## src/rtl/sec_scrub_ctrl_pkg.sv

```systemverilog
// Shared types and widths for the SEC scrub/read controller.
package sec_ctrl_pkg;

  typedef enum logic [2:0] {
    IDLE,
    ISSUE,
    CAPT,
    DONE,
    WB
  } state_t;

  typedef enum logic {
    HOST,
    SCRUB
  } owner_t;

  localparam int DATA_W = 32;
  localparam int CHK_W  = 8;
  localparam int CNT_W  = 16;

endpackage

```

## src/rtl/sec_scrub_ctrl_if.sv

```systemverilog
// Host load interface: request handshake plus one-cycle response pulse.
interface sec_scrub_ctrl_if #(
  parameter int ADDR_W = 10
);
  import sec_ctrl_pkg::*;

  logic              host_req_valid;
  logic [ADDR_W-1:0] host_req_addr;
  logic              host_req_ready;
  logic              host_rsp_valid;
  logic [DATA_W-1:0] host_rsp_data;
  logic              host_rsp_err;

  modport master (
    output host_req_valid, host_req_addr,
    input  host_req_ready, host_rsp_valid, host_rsp_data, host_rsp_err
  );

  modport slave (
    input  host_req_valid, host_req_addr,
    output host_req_ready, host_rsp_valid, host_rsp_data, host_rsp_err
  );

endinterface

```

## src/rtl/sec_scrub_ctrl_timer.sv

```systemverilog
// Scrub interval timer: raises a single pending flag every SCRUB_INTERVAL
// enabled cycles; a request arriving while one is pending is dropped.
module sec_scrub_timer #(
  parameter int SCRUB_INTERVAL = 1024
) (
  input  logic clk,
  input  logic rst_n,
  input  logic set_en,
  input  logic clr,
  output logic scrub_pend
);
  localparam int TW = (SCRUB_INTERVAL > 1) ? $clog2(SCRUB_INTERVAL) : 1;
  localparam logic [TW-1:0] LAST = TW'(SCRUB_INTERVAL - 1);

  logic [TW-1:0] cnt;

  // Interval counter and pending flag; a grant clear wins over a new tick.
  always_ff @(posedge clk or negedge rst_n) begin
    if (!rst_n) begin
      cnt        <= '0;
      scrub_pend <= 1'b0;
    end else begin
      if (set_en) begin
        if (cnt == LAST) cnt <= '0;
        else             cnt <= cnt + TW'(1);
      end
      if (clr)                          scrub_pend <= 1'b0;
      else if (set_en && (cnt == LAST)) scrub_pend <= 1'b1;
    end
  end

endmodule

```

## src/rtl/sec_scrub_ctrl.sv

```systemverilog
// Arbitrates one memory read port and one external SEC corrector between
// host reads and a background scrubber; writes back corrected scrub words
// and keeps a saturating correction count.
module sec_scrub_ctrl
  import sec_ctrl_pkg::*;
#(
  parameter int ADDR_W         = 10,
  parameter int SCRUB_INTERVAL = 1024,
  parameter int STARVE_MAX     = 4
) (
  input  logic                    clk,
  input  logic                    rst_n,
  input  logic                    cfg_ecc_en,
  input  logic                    cfg_scrub_en,
  sec_scrub_ctrl_if.slave         host,
  output logic                    mem_rd_en,
  output logic                    mem_wr_en,
  output logic [ADDR_W-1:0]       mem_addr,
  input  logic [DATA_W+CHK_W-1:0] mem_rd_data,
  output logic [DATA_W-1:0]       mem_wr_data,
  output logic [DATA_W-1:0]       sec_data_in,
  output logic [CHK_W-1:0]        sec_chk_in,
  output logic                    sec_en,
  input  logic [DATA_W-1:0]       sec_data_out,
  output logic [ADDR_W-1:0]       scrub_addr,
  output logic                    scrub_wrap,
  output logic [CNT_W-1:0]        corr_cnt
);
  localparam int SW = $clog2(STARVE_MAX + 1);
  localparam logic [SW-1:0] STARVE_LIM = SW'(STARVE_MAX);

  state_t            state;
  owner_t            owner;
  logic              ecc_q;
  logic              corr_q;
  logic [DATA_W-1:0] cap_data;
  logic [SW-1:0]     starve_cnt;
  logic              scrub_pend;
  logic              scrub_win;
  logic              host_win;
  logic              in_capt;
  logic              corr_now;

  function automatic logic [CNT_W-1:0] sat_inc(input logic [CNT_W-1:0] v);
    return (&v) ? v : v + CNT_W'(1);
  endfunction

  sec_scrub_timer #(
    .SCRUB_INTERVAL(SCRUB_INTERVAL)
  ) u_timer (
    .clk       (clk),
    .rst_n     (rst_n),
    .set_en    (cfg_scrub_en),
    .clr       (scrub_win),
    .scrub_pend(scrub_pend)
  );

  // Scrub takes the port when the host is quiet or has used its starvation budget.
  assign scrub_win = (state == IDLE) && scrub_pend &&
                     (!host.host_req_valid || (starve_cnt == STARVE_LIM));
  assign host_win  = (state == IDLE) && host.host_req_valid && !scrub_win;
  assign host.host_req_ready = host_win;

  // The corrector only sees traffic in CAPT, when memory data is valid.
  assign in_capt     = (state == CAPT);
  assign sec_en      = in_capt && ecc_q;
  assign sec_data_in = in_capt ? mem_rd_data[DATA_W-1:0] : '0;
  assign sec_chk_in  = in_capt ? mem_rd_data[DATA_W+CHK_W-1:DATA_W] : '0;
  assign corr_now    = in_capt && ecc_q && (sec_data_out != mem_rd_data[DATA_W-1:0]);

  // Transaction FSM; every strobe is registered on the edge entering its state.
  always_ff @(posedge clk or negedge rst_n) begin
    if (!rst_n) begin
      state               <= IDLE;
      owner               <= HOST;
      ecc_q               <= 1'b0;
      corr_q              <= 1'b0;
      cap_data            <= '0;
      starve_cnt          <= '0;
      mem_rd_en           <= 1'b0;
      mem_wr_en           <= 1'b0;
      mem_addr            <= '0;
      mem_wr_data         <= '0;
      host.host_rsp_valid <= 1'b0;
      host.host_rsp_data  <= '0;
      host.host_rsp_err   <= 1'b0;
      scrub_addr          <= '0;
      scrub_wrap          <= 1'b0;
      corr_cnt            <= '0;
    end else begin
      mem_rd_en           <= 1'b0;
      mem_wr_en           <= 1'b0;
      host.host_rsp_valid <= 1'b0;
      scrub_wrap          <= 1'b0;
      case (state)
        IDLE: begin
          if (scrub_win) begin
            owner      <= SCRUB;
            mem_addr   <= scrub_addr;
            ecc_q      <= cfg_ecc_en;
            starve_cnt <= '0;
            mem_rd_en  <= 1'b1;
            state      <= ISSUE;
          end else if (host_win) begin
            owner     <= HOST;
            mem_addr  <= host.host_req_addr;
            ecc_q     <= cfg_ecc_en;
            mem_rd_en <= 1'b1;
            if (scrub_pend) starve_cnt <= starve_cnt + SW'(1);
            state     <= ISSUE;
          end
        end
        ISSUE: state <= CAPT;
        CAPT: begin
          cap_data <= sec_data_out;
          corr_q   <= corr_now;
          if (corr_now) corr_cnt <= sat_inc(corr_cnt);
          if (owner == HOST) begin
            host.host_rsp_valid <= 1'b1;
            host.host_rsp_data  <= sec_data_out;
            host.host_rsp_err   <= corr_now;
          end else begin
            scrub_addr <= scrub_addr + ADDR_W'(1);
            scrub_wrap <= &scrub_addr;
          end
          state <= DONE;
        end
        DONE: begin
          if ((owner == SCRUB) && corr_q) begin
            mem_wr_en   <= 1'b1;
            mem_wr_data <= cap_data;
            state       <= WB;
          end else begin
            state <= IDLE;
          end
        end
        WB:      state <= IDLE;
        default: state <= IDLE;
      endcase
    end
  end

endmodule

```

## src/flat_wrapper.sv

```systemverilog
// flat-port wrapper written by rule: the top's interface ports become plain ports
module sec_scrub_ctrl_flat import sec_ctrl_pkg::*;
#(
  parameter int ADDR_W         = 10,
  parameter int SCRUB_INTERVAL = 1024,
  parameter int STARVE_MAX     = 4
)
  (clk, rst_n, cfg_ecc_en, cfg_scrub_en, mem_rd_en, mem_wr_en, mem_addr, mem_rd_data, mem_wr_data, sec_data_in, sec_chk_in, sec_en, sec_data_out, scrub_addr, scrub_wrap, corr_cnt, host_host_req_valid, host_host_req_addr, host_host_req_ready, host_host_rsp_valid, host_host_rsp_data, host_host_rsp_err);
  sec_scrub_ctrl_if #(.ADDR_W(ADDR_W)) host_i ();
  input  logic clk;
  input  logic rst_n;
  input  logic cfg_ecc_en;
  input  logic cfg_scrub_en;
  output logic mem_rd_en;
  output logic mem_wr_en;
  output logic [ADDR_W-1:0] mem_addr;
  input  logic [DATA_W+CHK_W-1:0] mem_rd_data;
  output logic [DATA_W-1:0] mem_wr_data;
  output logic [DATA_W-1:0] sec_data_in;
  output logic [CHK_W-1:0] sec_chk_in;
  output logic sec_en;
  input  logic [DATA_W-1:0] sec_data_out;
  output logic [ADDR_W-1:0] scrub_addr;
  output logic scrub_wrap;
  output logic [CNT_W-1:0] corr_cnt;
  input wire logic [$bits(host_i.host_req_valid)-1:0] host_host_req_valid;
  input wire logic [$bits(host_i.host_req_addr)-1:0] host_host_req_addr;
  output wire logic [$bits(host_i.host_req_ready)-1:0] host_host_req_ready;
  output wire logic [$bits(host_i.host_rsp_valid)-1:0] host_host_rsp_valid;
  output wire logic [$bits(host_i.host_rsp_data)-1:0] host_host_rsp_data;
  output wire logic [$bits(host_i.host_rsp_err)-1:0] host_host_rsp_err;
  assign host_i.host_req_valid = host_host_req_valid;
  assign host_i.host_req_addr = host_host_req_addr;
  assign host_host_req_ready = host_i.host_req_ready;
  assign host_host_rsp_valid = host_i.host_rsp_valid;
  assign host_host_rsp_data = host_i.host_rsp_data;
  assign host_host_rsp_err = host_i.host_rsp_err;
  sec_scrub_ctrl #(.ADDR_W(ADDR_W), .SCRUB_INTERVAL(SCRUB_INTERVAL), .STARVE_MAX(STARVE_MAX)) u_core (.clk(clk), .rst_n(rst_n), .cfg_ecc_en(cfg_ecc_en), .cfg_scrub_en(cfg_scrub_en), .host(host_i), .mem_rd_en(mem_rd_en), .mem_wr_en(mem_wr_en), .mem_addr(mem_addr), .mem_rd_data(mem_rd_data), .mem_wr_data(mem_wr_data), .sec_data_in(sec_data_in), .sec_chk_in(sec_chk_in), .sec_en(sec_en), .sec_data_out(sec_data_out), .scrub_addr(scrub_addr), .scrub_wrap(scrub_wrap), .corr_cnt(corr_cnt));
endmodule
```

## config.mk

```make
export PLATFORM = sky130hd
export DESIGN_NAME = sec_scrub_ctrl_flat
export DESIGN_NICKNAME = d
export VERILOG_FILES = /design/src/rtl/sec_scrub_ctrl_pkg.sv /design/src/rtl/sec_scrub_ctrl_if.sv /design/src/rtl/sec_scrub_ctrl_timer.sv /design/src/rtl/sec_scrub_ctrl.sv /design/src/flat_wrapper.sv
export SDC_FILE = /design/constraint.sdc
export NUM_CORES = 1
export LEC_CHECK = 0
export CAP_MARGIN = 30
export CORE_MARGIN = 3
export CORE_UTILIZATION = 30
export CTS_CLUSTER_SIZE = 10
export DETAILED_ROUTE_END_ITERATION = 7
export DONT_BUFFER_PORTS = 1
export HOLD_SLACK_MARGIN = 0.1
export PLACE_DENSITY = 0.43
export SYNTH_ARGS = -nofsm -noshare
export SYNTH_HDL_FRONTEND = slang
export SYNTH_SLANG_ARGS = --single-unit
```

## constraint.sdc

```tcl
create_clock -name clk -period 2.7 [get_ports clk]
set_clock_uncertainty 0.2 [all_clocks]
set_input_delay 0.135 -clock clk [delete_from_list [all_inputs] [get_ports clk]]
set_output_delay 0.135 -clock clk [all_outputs]
set_load 0.1 [all_outputs]
```

Yosys cells after proc, flatten, opt, wreduce, memory -nomap -nowiden:

Index checks and enable logic that the tools add are counted.

* add/subtract/negate cells: 4
* multiply operators: 0
* divide/modulo/power cells: 0
* order comparisons: 0
* eq/ne operators: 7
* shifts and indexed selects: 0
* multiplexer cells: 27
* bitwise logic cells: 2
* reduce and logical (&&, ||, !) cells: 23

Operator list (count)
* 32-bit 2-to-1 mux: 1
* 32-bit != test: 1
* 10-bit 2-to-1 mux: 3
* 10-bit by 1-bit adder with 10-bit output (second input constant): 2
* 3-bit 2-to-1 mux: 6
* 16-bit by 1-bit adder with 16-bit output (second input constant): 1
* 16-bit AND reduction: 1
* 1-bit 2-to-1 mux: 15
* 3-bit one-hot mux with 4 select lines: 1
* 10-bit equality test (second input constant): 1
* 10-bit AND reduction: 1
* 1-bit logical AND: 8
* 8-bit 2-to-1 mux: 1
* 2-bit AND reduction: 4
* 3-bit by 2-bit equality test with 1-bit output (second input constant): 2
* 3-bit AND reduction: 2
* 2-bit nonzero test: 3
* 3-bit by 1-bit adder with 3-bit output (second input constant): 1
* 3-bit by 1-bit equality test with 1-bit output (second input constant): 1
* 3-bit equality test (second input constant): 1
* 3-bit zero test: 1
* 3-bit by 2-bit != test with 1-bit output (second input constant): 1
* 1-bit zero test: 2
* 1-bit inverter: 2
* 1-bit logical OR: 1

* register bits: 157
* latch bits: 0
* bits in writable memories: 0
* bits in read-only memories: 0
* input bits: 87
* output and inout port bits: 147
* word-level logic and storage cells: 81
* memories kept: 0

Logic depth before layout (Yosys ltp):

Gate-level depths: netlist of run 1.

* depth in word-level cells: 8
* depth in mapped cells: 8
* mapped depth without buffers: 7

Hierarchy:

Synthesis of run 1 repeated with hierarchy kept, for this count alone.

* cells, all modules: 549
* area, all modules: 6960.4 um^2

By module, submodules not included
* sec_scrub_ctrl: times used 1, cells an instance 498, area each 6437.4 um^2, sequential area each 3653.5 um^2
* sec_scrub_timer: times used 1, cells an instance 51, area each 523.0 um^2, sequential area each 275.3 um^2

Worst setup path before layout of run 1:

Ideal clock, no wire load.

* path kind: flip-flop to flip-flop
* start point: register u_core.corr_cnt[0]
* end point: register u_core.corr_cnt[1]
* setup time: 127 ps
* data arrival time: 2652 ps
* required time: 2373 ps
* path slack: -279 ps
* stages on the path, launching flop included: 9
* path buffers: 1
* clock period less this slack: 2979 ps
* cells stage by stage: dfrtp_1 ha_1 nand3_1 or2_4 or4_4 buf_6 nand2_8 nor2_4 mux2_4

* longest elaborated chain between the ends: 3
* elaborated cells between the ends (all ways): 4
* those cells by class: add/sub (1); bitwise (1); reduce/logical (2)

Ends and longest elaborated chain
* from (decl): RTL line sec_scrub_ctrl.sv:27 `output logic [CNT_W-1:0] corr_cnt`
* from (signal assigned): RTL line sec_scrub_ctrl.sv:117 `if (corr_now) corr_cnt <= sat_inc(corr_cnt);`
* branches (longest 3 deep; another with 16-bit by 1-bit adder with 16-bit output)

Parallel ways; which one is timed is not known.
A chain may end at the register's enable or synchronous reset.

Worst setup path after layout of run 1:

* start point: register u_core.state[0]
* end point: output sec_chk_in[6]

* longest elaborated chain between the ends: 2

Ends and longest elaborated chain
* from (decl): RTL line sec_scrub_ctrl.sv:32 `state_t state;`
* from (signal assigned): RTL line sec_scrub_ctrl.sv:74 `state <= IDLE;`
* from (signal assigned): RTL line sec_scrub_ctrl.sv:103 `state <= ISSUE;`
* from (signal assigned): RTL line sec_scrub_ctrl.sv:110 `state <= ISSUE;`
* 3-bit by 2-bit equality test with 1-bit output: RTL line sec_scrub_ctrl.sv:65 `assign in_capt = (state == CAPT);`
* 8-bit 2-to-1 mux: RTL line sec_scrub_ctrl.sv:68 `assign sec_chk_in = in_capt ? mem_rd_data[DATA_W+CHK_W-1:DATA_W] : '0;`
* to (decl): RTL line flat_wrapper.sv:20 `output logic [CHK_W-1:0] sec_chk_in;`

Every way passes these cells.

==> results of run 1 <==
## final cells by class
type	instances	area, um^2
Clock inverter	13	191.4
Sequential cell	157	3940
Timing Repair Buffer	157	1326
Clock buffer	18	429.2
Multi-Input combinational cell	404	2805
Tap cell	280	350.3
Inverter	22	82.58
Fill cell	2157	13100
## state kept, by name, summed over array words and instances (netlist names), 3 cells and up
signal / cells
u_core.mem_addr: 10
u_core.state: 3
u_core.host.host_rsp_data: 32
u_core.mem_wr_data: 32
u_core.cap_data: 32
u_core.starve_cnt: 3
u_core.scrub_addr: 10
u_core.corr_cnt: 16
u_core.u_timer.cnt: 10
## per-layer routing
layer / share of wire / GRT usage / vias up
met5: 0 / 0 / -
met3: 0.082 / 0.06342 / 18
met1: 0.41 / 0.2007 / 2504
met2: 0.50 / 0.2819 / 180
met4: 0.012 / 0.04504 / 0
li1: - / - / 2349
## stage by stage
stage	std cells	instance area, um^2	hold WS (ps)	utilization
after global placement	971	8004	-355.9	0.3601
after floorplan	607	6904	-360.6	-
final	1051	9125	-797.0	0.4105
after CTS	1048	9085	-815.1	0.4087
after global routing	1051	9125	-818.8	0.4105
after detailed placement	971	8004	-355.8	0.3601
## cells by family (layout without fill, tap and decap cells)
kind of cell / after synthesis / after routing / share of synthesized area
multiplexers: 66 / 66 / 0.1084
adder cells (fa/ha/maj): 5 / 5 / 0.009076
flip-flops: 157 / 157 / 0.5700
XOR/XNOR: 64 / 64 / 0.08132
buffers and inverters: 46 / 210 / 0.02687
AND/OR/NAND/NOR: 245 / 245 / 0.1779
AO/OA/AOI/OAI: 24 / 24 / 0.02650
## worst paths after layout
path                                                      end  slack [ps]  depth (start not counted)
worst max-delay path                            sec_chk_in[6]         170                          5
max in group asynchronous               u_core.u_timer.cnt[5]        2830                          0
worst max register to register            u_core.corr_cnt[11]         370                          7
worst min register to register         u_core.mem_wr_data[31]         270                          2
min in group clk                                u_core.corr_q         120                          5
worst min-delay path            u_core.host.host_rsp_data[15]        -800                          0
## critical path: cells and delay by family, from the launching register on
| kind | cells | cell delay [ps] |
|---|---|---|
| buf+inv | 3 | 760 |
| flops | 1 | 460 |
| simple gates | 2 | 480 |
## timing repair
item | in CTS | in global routing
resized for setup | 0 | 3
setup endpoints to repair | 0 | 24
hold endpoints to repair | 246 | 157
buffers inserted | 0 | 2
## cells in the final DEF, fill, tap and decap left out, types with 3 or more instances in the layout
| cell type | synthesis | final |
|---|---|---|
| bufinv_16 | 0 | 4 |
| clkbuf_16 | 0 | 17 |
| a222oi_1 | 10 | 10 |
| and2_1 | 40 | 40 |
| nor3_1 | 5 | 4 |
| clkinv_4 | 0 | 4 |
| inv_1 | 21 | 21 |
| nand4_1 | 14 | 14 |
| and3_1 | 9 | 9 |
| dfrtp_2 | 0 | 9 |
| clkinvlp_4 | 0 | 3 |
| nor2_1 | 17 | 16 |
| ha_1 | 5 | 5 |
| xnor2_1 | 16 | 16 |
| nor4_1 | 11 | 11 |
| buf_4 | 0 | 109 |
| nor2_4 | 2 | 3 |
| nand3_1 | 16 | 16 |
| o21ai_0 | 8 | 7 |
| xor2_1 | 48 | 48 |
| nand2_1 | 116 | 116 |
| dlygate4sd3_1 | 0 | 46 |
| nor3b_1 | 3 | 3 |
| mux2_2 | 65 | 65 |
| dfrtp_1 | 157 | 148 |
==> out/results.md, run 1 <==
### Yosys
* **most repeated cell in the gate-level netlist after synthesis** dfrtp_1
* **count of flip-flops with a built-in enable after synthesis** 0
* **top_reg_cell synth** dfrtp_1
* **Net Count, Synth** 699
* **number of standard cells after synthesis** 607
* **netlist area before placement** 0.006893 mm^2
* **count of unique library cells instantiated by Yosys** 37
* **average footprint of a synthesized cell** 11.36 um^2
* **Seq cells post-synth** 157
* **most used standard cells in the synthesized netlist** 157 x dfrtp_1, 116 x nand2_1, 65 x mux2_2, 48 x xor2_1, 40 x and2_1
* **most area-consuming cells after synthesis** dfrtp_1 57%, mux2_2 11%, nand2_1 6.3%, xor2_1 6.1%, and2_1 3.6%
* **Synth area leader** dfrtp_1
* **sequential element share of the synthesized area** 0.5700
* **top-area cell type share of the netlist area** 0.5700
* **share of flip-flops with an asynchronous set or reset after synthesis** 1.000
* **number of warnings issued by yosys** 0

### Cells and area
* **number of inserted diodes** 0
* **fraction of layout cells with a size suffix above 1** 0.2944
* **relative area change from synthesis to final layout** 32.38%
* **total number of nets in the final design** 851

### Clocking
* **total number of H-tree levels** 4
* **CTS clk-pin slew, worst paths** 70 ps
* **clock latency reported for the late side of the worst-skew pair** 420 ps
* **Clock Path Buffers** 2
* **clock tree from TritonCTS** built
* **number of hold-repair buffers added at the cts stage** 46
* **Num CTS Buffers** 17
* **cell chosen for the clock root** clkbuf_16
* **number of clock sinks seen by CTS** 157

### Global route
* **largest net degree at the start of global routing** 158
* **antenna violations before repair** 0
* **first-pass GRT wire length** 31490 um
* **aggregate global-route resource usage** 0.1669
* **via count of the first global-routing pass** 5502
* **GR Overflow Total** 0

### Floorplanning
* **die height** 157.6 um
* **boundary pin count** 234
* **row count** 54
* **core area** 0.02223 mm^2
* **Starting Density** 0.3101
* **DIE WIDTH** 157.6 um
* **full die area** 0.02483 mm^2

### STA
* **relative slew slack** 0.3355
* **number of pins with negative max-slew slack in the final report** 0
* **Hold WS** -797.0 ps
* **setup repair after global routing missed its margin** no
* **Total Neg Setup Slack** 0 ps
* **post-layout min period** 2531 ps
* **final setup margin** 168.6 ps
* **fraction of the cycle the final worst path needs** 0.9375
* **worst-margin pin slew** 996.8 ps
* **total of endpoints with negative setup slack in the final report** 0
* **Final Hold Vio Count** 157
* **maximum achievable frequency** 0.3950 GHz

### Routing
* **TritonRoute pass-1 iters** 4
* **detailed router's first-iteration violation count** 239
* **vias per inst** 4.806
* **Avg WL per Cell** 19.51 um
* **Post-route DRC** 0
* **Final ANT Viol Nets** 0
* **via count of the routed design** 5051
* **Total Wirelength** 20510 um

### Setup path
* **crit start category** flip-flop
* **cell with the largest stage delay on the worst path** dfrtp_1
* **launch point of the worst reg-to-reg path** u_core.state[0]
* **kind of end point of the critical path** output pin
* **largest fanout on the critical path** 70
* **beginning of the critical path** u_core.state[0]
* **Setup CP Type** reg -> out
* **Worst Path Required** 2370 ps
* **list of cells traversed by the critical path** nor3b_4 > buf_4 > buf_16 > and2_1 > buf_4
* **CP arrival** 2200 ps
* **slowest cell delay on critical path** 460 ps
* **Worst path most repeated cell** buf_4

### Placed design
* **final weighted congestion in routability-driven placement** 0.7559
* **count of buffers from port buffering** 0
* **placed wire-length estimate** 14360 um
* **post-placement worst setup slack** 402.1 ps

### Run status
* **result of the run** finished, violations left
* **failing checks** hold timing

### Worst hold path
* **Tightest Hold Check Type** in -> async

### Job
* **MaxCap Viol Count** 0

Power of run 1 is left out: the tool's default activity adds up to more than one toggle a clock period on the data nets, which glitch-free logic cannot reach.
==> run 2, diff against run 1 <==
Settings changed: CORE_UTILIZATION 30 to 60, HOLD_SLACK_MARGIN 0.1 to default, PLACE_DENSITY 0.43 to 0.75.
==> out/results.md, run 2 (synthesis results as in run 1) <==
### Cells and area
* **relative area change from synthesis to final layout** 28.95%
* **most common cell after layout, fill and taps aside** dfrtp_1
* **share of the core filled with cells in the final layout** 0.8058
* **fraction of layout cells with a size suffix above 1** 0.2926
* **Fill cells** 644
* **number of inserted diodes** 0
* **area occupied by multi-input gates** 0.002805 mm^2
* **registers with the most flip-flops** u_core.cap_data x32, u_core.host.host_rsp_data x32, u_core.mem_wr_data x32
* **most used cells in the layout excluding fill and tap cells** 148 x dfrtp_1, 116 x nand2_1, 105 x buf_4
* **total number of nets in the final design** 848
* **total area of sequential cells** 0.003940 mm^2

### STA
* **relative slew slack** 0.3497
* **maximum achievable frequency** 0.3922 GHz
* **Final Hold Vio Count** 157
* **Hold WS** -794.0 ps
* **fraction of the cycle the final worst path needs** 0.9443
* **Total Neg Setup Slack** 0 ps
* **number of pins with negative max-slew slack in the final report** 0
* **setup repair after global routing missed its margin** no
* **final setup margin** 150.3 ps
* **total of endpoints with negative setup slack in the final report** 0
* **post-layout min period** 2550 ps
* **worst-margin pin slew** 975.4 ps

### Floorplanning
* **row count** 38
* **Starting Density** 0.6249
* **full die area** 0.01281 mm^2
* **boundary pin count** 234
* **core area** 0.01103 mm^2
* **DIE WIDTH** 113.2 um
* **die height** 113.2 um

### Clocking
* **number of clock sinks seen by CTS** 157
* **cell chosen for the clock root** clkbuf_16
* **clock tree from TritonCTS** built
* **clock latency reported for the late side of the worst-skew pair** 420 ps
* **Num CTS Buffers** 17
* **Clock Path Buffers** 2
* **number of hold-repair buffers added at the cts stage** 47
* **number of buffers inserted to repair setup after CTS** 0
* **CTS clk-pin slew, worst paths** 60 ps
* **total number of H-tree levels** 4

### Placed design
* **post-placement worst setup slack** 458.9 ps
* **placed wire-length estimate** 12520 um
* **count of buffers from port buffering** 0
* **final weighted congestion in routability-driven placement** 0.9072

### Routing
* **Post-route DRC** 0
* **vias per inst** 5.832
* **via count of the routed design** 5301
* **Total Wirelength** 19470 um
* **Avg WL per Cell** 21.42 um
* **detailed router's first-iteration violation count** 502
* **Final ANT Viol Nets** 0
* **TritonRoute pass-1 iters** 8

### Global route
* **antenna violations before repair** 0
* **first-pass GRT wire length** 30730 um
* **via count of the first global-routing pass** 5637
* **largest net degree at the start of global routing** 158
* **GR Overflow Total** 0
* **aggregate global-route resource usage** 0.3143

### Setup path
* **beginning of the critical path** u_core.state[0]
* **crit start category** flip-flop
* **kind of end point of the critical path** flip-flop
* **Register-to-Register Path Depth** 7
* **largest fanout on the critical path** 5
* **endpoint of the worst register-to-register path** u_core.ecc_q
* **Worst Path Required** 2850 ps
* **setup slack of the most critical reg-to-reg path** 150 ps
* **CP arrival** 2700 ps
* **Setup CP Type** reg -> reg
* **launch point of the worst reg-to-reg path** u_core.state[0]

### Job
* **MaxCap Viol Count** 0

### Run status
* **result of the run** finished, violations left
* **failing checks** hold timing

### Worst hold path
* **Tightest Hold Check Type** in -> async

==> run 2: cell types whose count changed in the layout (fill, tap and decap cells not counted) <==
cell,change
buf_16,-1
buf_4,-4
buf_6,+1
bufinv_16,-2
clkbuf_1,-1
clkbuf_8,+2
clkinv_4,-2
clkinvlp_4,+5
dlygate4sd3_1,+1
inv_6,-1
o21ai_0,+1
o21ai_1,-1
==> run 2: critical path: stages, from the launching register on <==
cell,delay [ps]
dfrtp_1,460
nor3_2,290
o21ai_0,180
inv_1,150
nand2_1,60
dlygate4sd3_1,540
nand2_1,60
dlygate4sd3_1,540
==> run 2: how the worst max path moves through the flow <==
| stage | cells after the start | slack (ps) | end |
|---|---|---|---|
| after floorplan | 8 | 50 | u_core.corr_cnt[1] |
| after global placement | 6 | 460 | u_core.corr_cnt[1] |
| after detailed placement | 6 | 460 | u_core.corr_cnt[1] |
| after CTS | 7 | 20 | u_core.ecc_q |
| after global routing | 6 | 30 | host_host_req_ready |
| final | 7 | 150 | u_core.ecc_q |
==> run 2: stage by stage <==
stage	cell area, um^2	instances
after floorplan	6904	607
after global placement	7809	830
after detailed placement	7809	830
after CTS	8880	909
after global routing	8889	909
final	8889	909
==> run 2: area by class of cell <==
class | instances | share of cell area
clock buffers | 19 | 0.05096
well taps | 140 | 0.01971
multi-input cells | 404 | 0.3156
clock inverters | 13 | 0.01605
inverters | 22 | 0.009291
repair buffers | 154 | 0.1451
flip-flops and latches | 157 | 0.4433
==> run 2: metal layers <==
layer / wire length, um / part of all wire / track usage / vias to the layer above
met5: 0 / 0 / 0 / -
met4: 664 / 0.034 / 0.1266 / 0
met3: 1629 / 0.084 / 0.1043 / 54
met2: 10300 / 0.53 / 0.5478 / 256
met1: 6881 / 0.35 / 0.3562 / 2655
li1: - / - / - / 2336
==> run 2: timing repair <==
action,4_1_cts,5_1_grt
endpoints found under the setup margin,1,2
endpoints found under the hold margin,246,157
pin swaps,0,0
gates resized for setup,1,2
Power of run 2 is left out for the same reason.
==> run 3, diff against run 2 <==
Settings changed: CORE_UTILIZATION 60 to 35, PLACE_DENSITY 0.75 to 0.48.
==> out/results.md, run 3 (synthesis results as in run 1) <==
### Run status
* **result of the run** finished, violations left
* **failing checks** hold timing

### Floorplanning
* **DIE WIDTH** 146.3 um
* **Starting Density** 0.3624
* **die height** 146.3 um
* **core area** 0.01902 mm^2
* **row count** 50
* **full die area** 0.02141 mm^2
* **boundary pin count** 234

### Global route
* **first-pass GRT wire length** 30880 um
* **antenna violations before repair** 0
* **via count of the first global-routing pass** 5390
* **largest net degree at the start of global routing** 158
* **GR Overflow Total** 0
* **aggregate global-route resource usage** 0.1841

### Routing
* **Post-route DRC** 0
* **detailed router's first-iteration violation count** 255
* **vias per inst** 4.917
* **Total Wirelength** 19360 um
* **via count of the routed design** 5055
* **Avg WL per Cell** 18.83 um
* **TritonRoute pass-1 iters** 6
* **Final ANT Viol Nets** 0

### Clocking
* **CTS clk-pin slew, worst paths** 60 ps
* **Clock Path Buffers** 2
* **number of clock sinks seen by CTS** 157
* **clock tree from TritonCTS** built
* **clock latency reported for the late side of the worst-skew pair** 420 ps
* **cell chosen for the clock root** clkbuf_16
* **Num CTS Buffers** 17
* **number of hold-repair buffers added at the cts stage** 46
* **total number of H-tree levels** 4

### STA
* **post-layout min period** 2487 ps
* **maximum achievable frequency** 0.4021 GHz
* **total of endpoints with negative setup slack in the final report** 0
* **Hold WS** -788.1 ps
* **Final Hold Vio Count** 157
* **Total Neg Setup Slack** 0 ps
* **fraction of the cycle the final worst path needs** 0.9211
* **relative slew slack** 0.3543
* **setup repair after global routing missed its margin** no
* **worst-margin pin slew** 968.6 ps
* **number of pins with negative max-slew slack in the final report** 0

### Placed design
* **placed wire-length estimate** 13610 um
* **count of buffers from port buffering** 0
* **final weighted congestion in routability-driven placement** 0.8214

### Cells and area
* **Fill cells** 1792
* **fraction of layout cells with a size suffix above 1** 0.2878
* **most common cell after layout, fill and taps aside** dfrtp_1
* **number of inserted diodes** 0
* **registers with the most flip-flops** u_core.cap_data x32, u_core.host.host_rsp_data x32, u_core.mem_wr_data x32
* **most used cells in the layout excluding fill and tap cells** 148 x dfrtp_1, 116 x nand2_1, 82 x buf_4
* **relative area change from synthesis to final layout** 35.12%
* **total number of nets in the final design** 847

### Setup path
* **Register-to-Register Path Depth** 6
* **Setup CP Type** reg -> out
* **largest fanout on the critical path** 72
* **Worst Path Required** 2370 ps
* **crit start category** flip-flop
* **CP arrival** 2150 ps
* **kind of end point of the critical path** output pin

### Worst hold path
* **Tightest Hold Check Type** in -> async

### Job
* **MaxCap Viol Count** 0

[run 3: changes by cell type in the layout (fill, tap and decap cells not counted)]
| cell | delta |
|---|---|
| clkinv_4 | -2 |
| inv_6 | +1 |
| buf_4 | -23 |
| dlygate4sd3_1 | -1 |
| bufinv_16 | +1 |
| clkinv_2 | +1 |
| clkbuf_1 | +4 |
| clkbuf_8 | -1 |
| buf_12 | +23 |
| clkinvlp_4 | -4 |
[run 3: through the flow]
| stage | instances | cell area (um^2) | setup WS (ps) | hold WS, ps | util |
|---|---|---|---|---|---|
| 2_1_floorplan | 607 | 6904 | 49.56 | -360.6 | - |
| 3_3_place_gp | 950 | 8247 | 499.9 | -353.3 | 0.4336 |
| 3_5_place_dp | 950 | 8247 | 427.9 | -352.3 | 0.4336 |
| 4_1_cts | 1028 | 9300 | 34.85 | -810.0 | 0.4890 |
| 5_1_grt | 1028 | 9314 | 61.78 | -822.0 | 0.4897 |
| 6_report | 1028 | 9314 | 213.0 | -788.1 | 0.4897 |
[run 3: area by class of cell]
class / count / area [um^2] / share of cell area
timing repair buffer: 153 / 1568 / 0.1683
sequential: 157 / 3940 / 0.4230
multi-input combinational: 404 / 2805 / 0.3012
tap: 260 / 325.3 / 0.03493
clock inverter: 10 / 138.9 / 0.01491
clock buffer: 22 / 454.2 / 0.04876
inverter: 22 / 82.58 / 0.008866
[run 3: worst max-delay path, cell delays in order, from the launching register on]
cell     delay [ps]
dfrtp_1         450
nor3b_4         420
buf_12          350
and2_1          190
buf_4           290
[run 3: metal layers]
layer | up-vias | GRT usage | share of wire
met2 | 180 | 0.3084 | 0.50
met1 | 2532 | 0.2219 | 0.41
met3 | 14 | 0.07635 | 0.086
li1 | 2329 | - | -
met4 | 0 | 0.04421 | 0.0084
met5 | - | 0 | 0
[run 3: path summary, 6_finish.rpt]
| check | startpoint | end | slack [ps] |
|---|---|---|---|
| max | u_core.state[0] | sec_data_in[29] | 210 |
| min | rst_n | u_core.u_timer.cnt[2] | -790 |
| max reg2reg | u_core.state[0] | u_core.corr_cnt[11] | 410 |
| min reg2reg | u_core.cap_data[16] | u_core.mem_wr_data[16] | 270 |
| max in group asynchronous | rst_n | u_core.cap_data[11] | 2900 |
| min in group clk | host_host_req_valid | u_core.mem_addr[3] | 60 |
[run 3: timing repair]
| action | 4_1_cts | 5_1_grt |
|---|---|---|
| buffers inserted | 0 | 0 |
| gates resized for setup | 0 | 3 |
| setup endpoints to repair | 0 | 1 |
| endpoints found under the hold margin | 247 | 157 |
Power of run 3 is left out for the same reason.
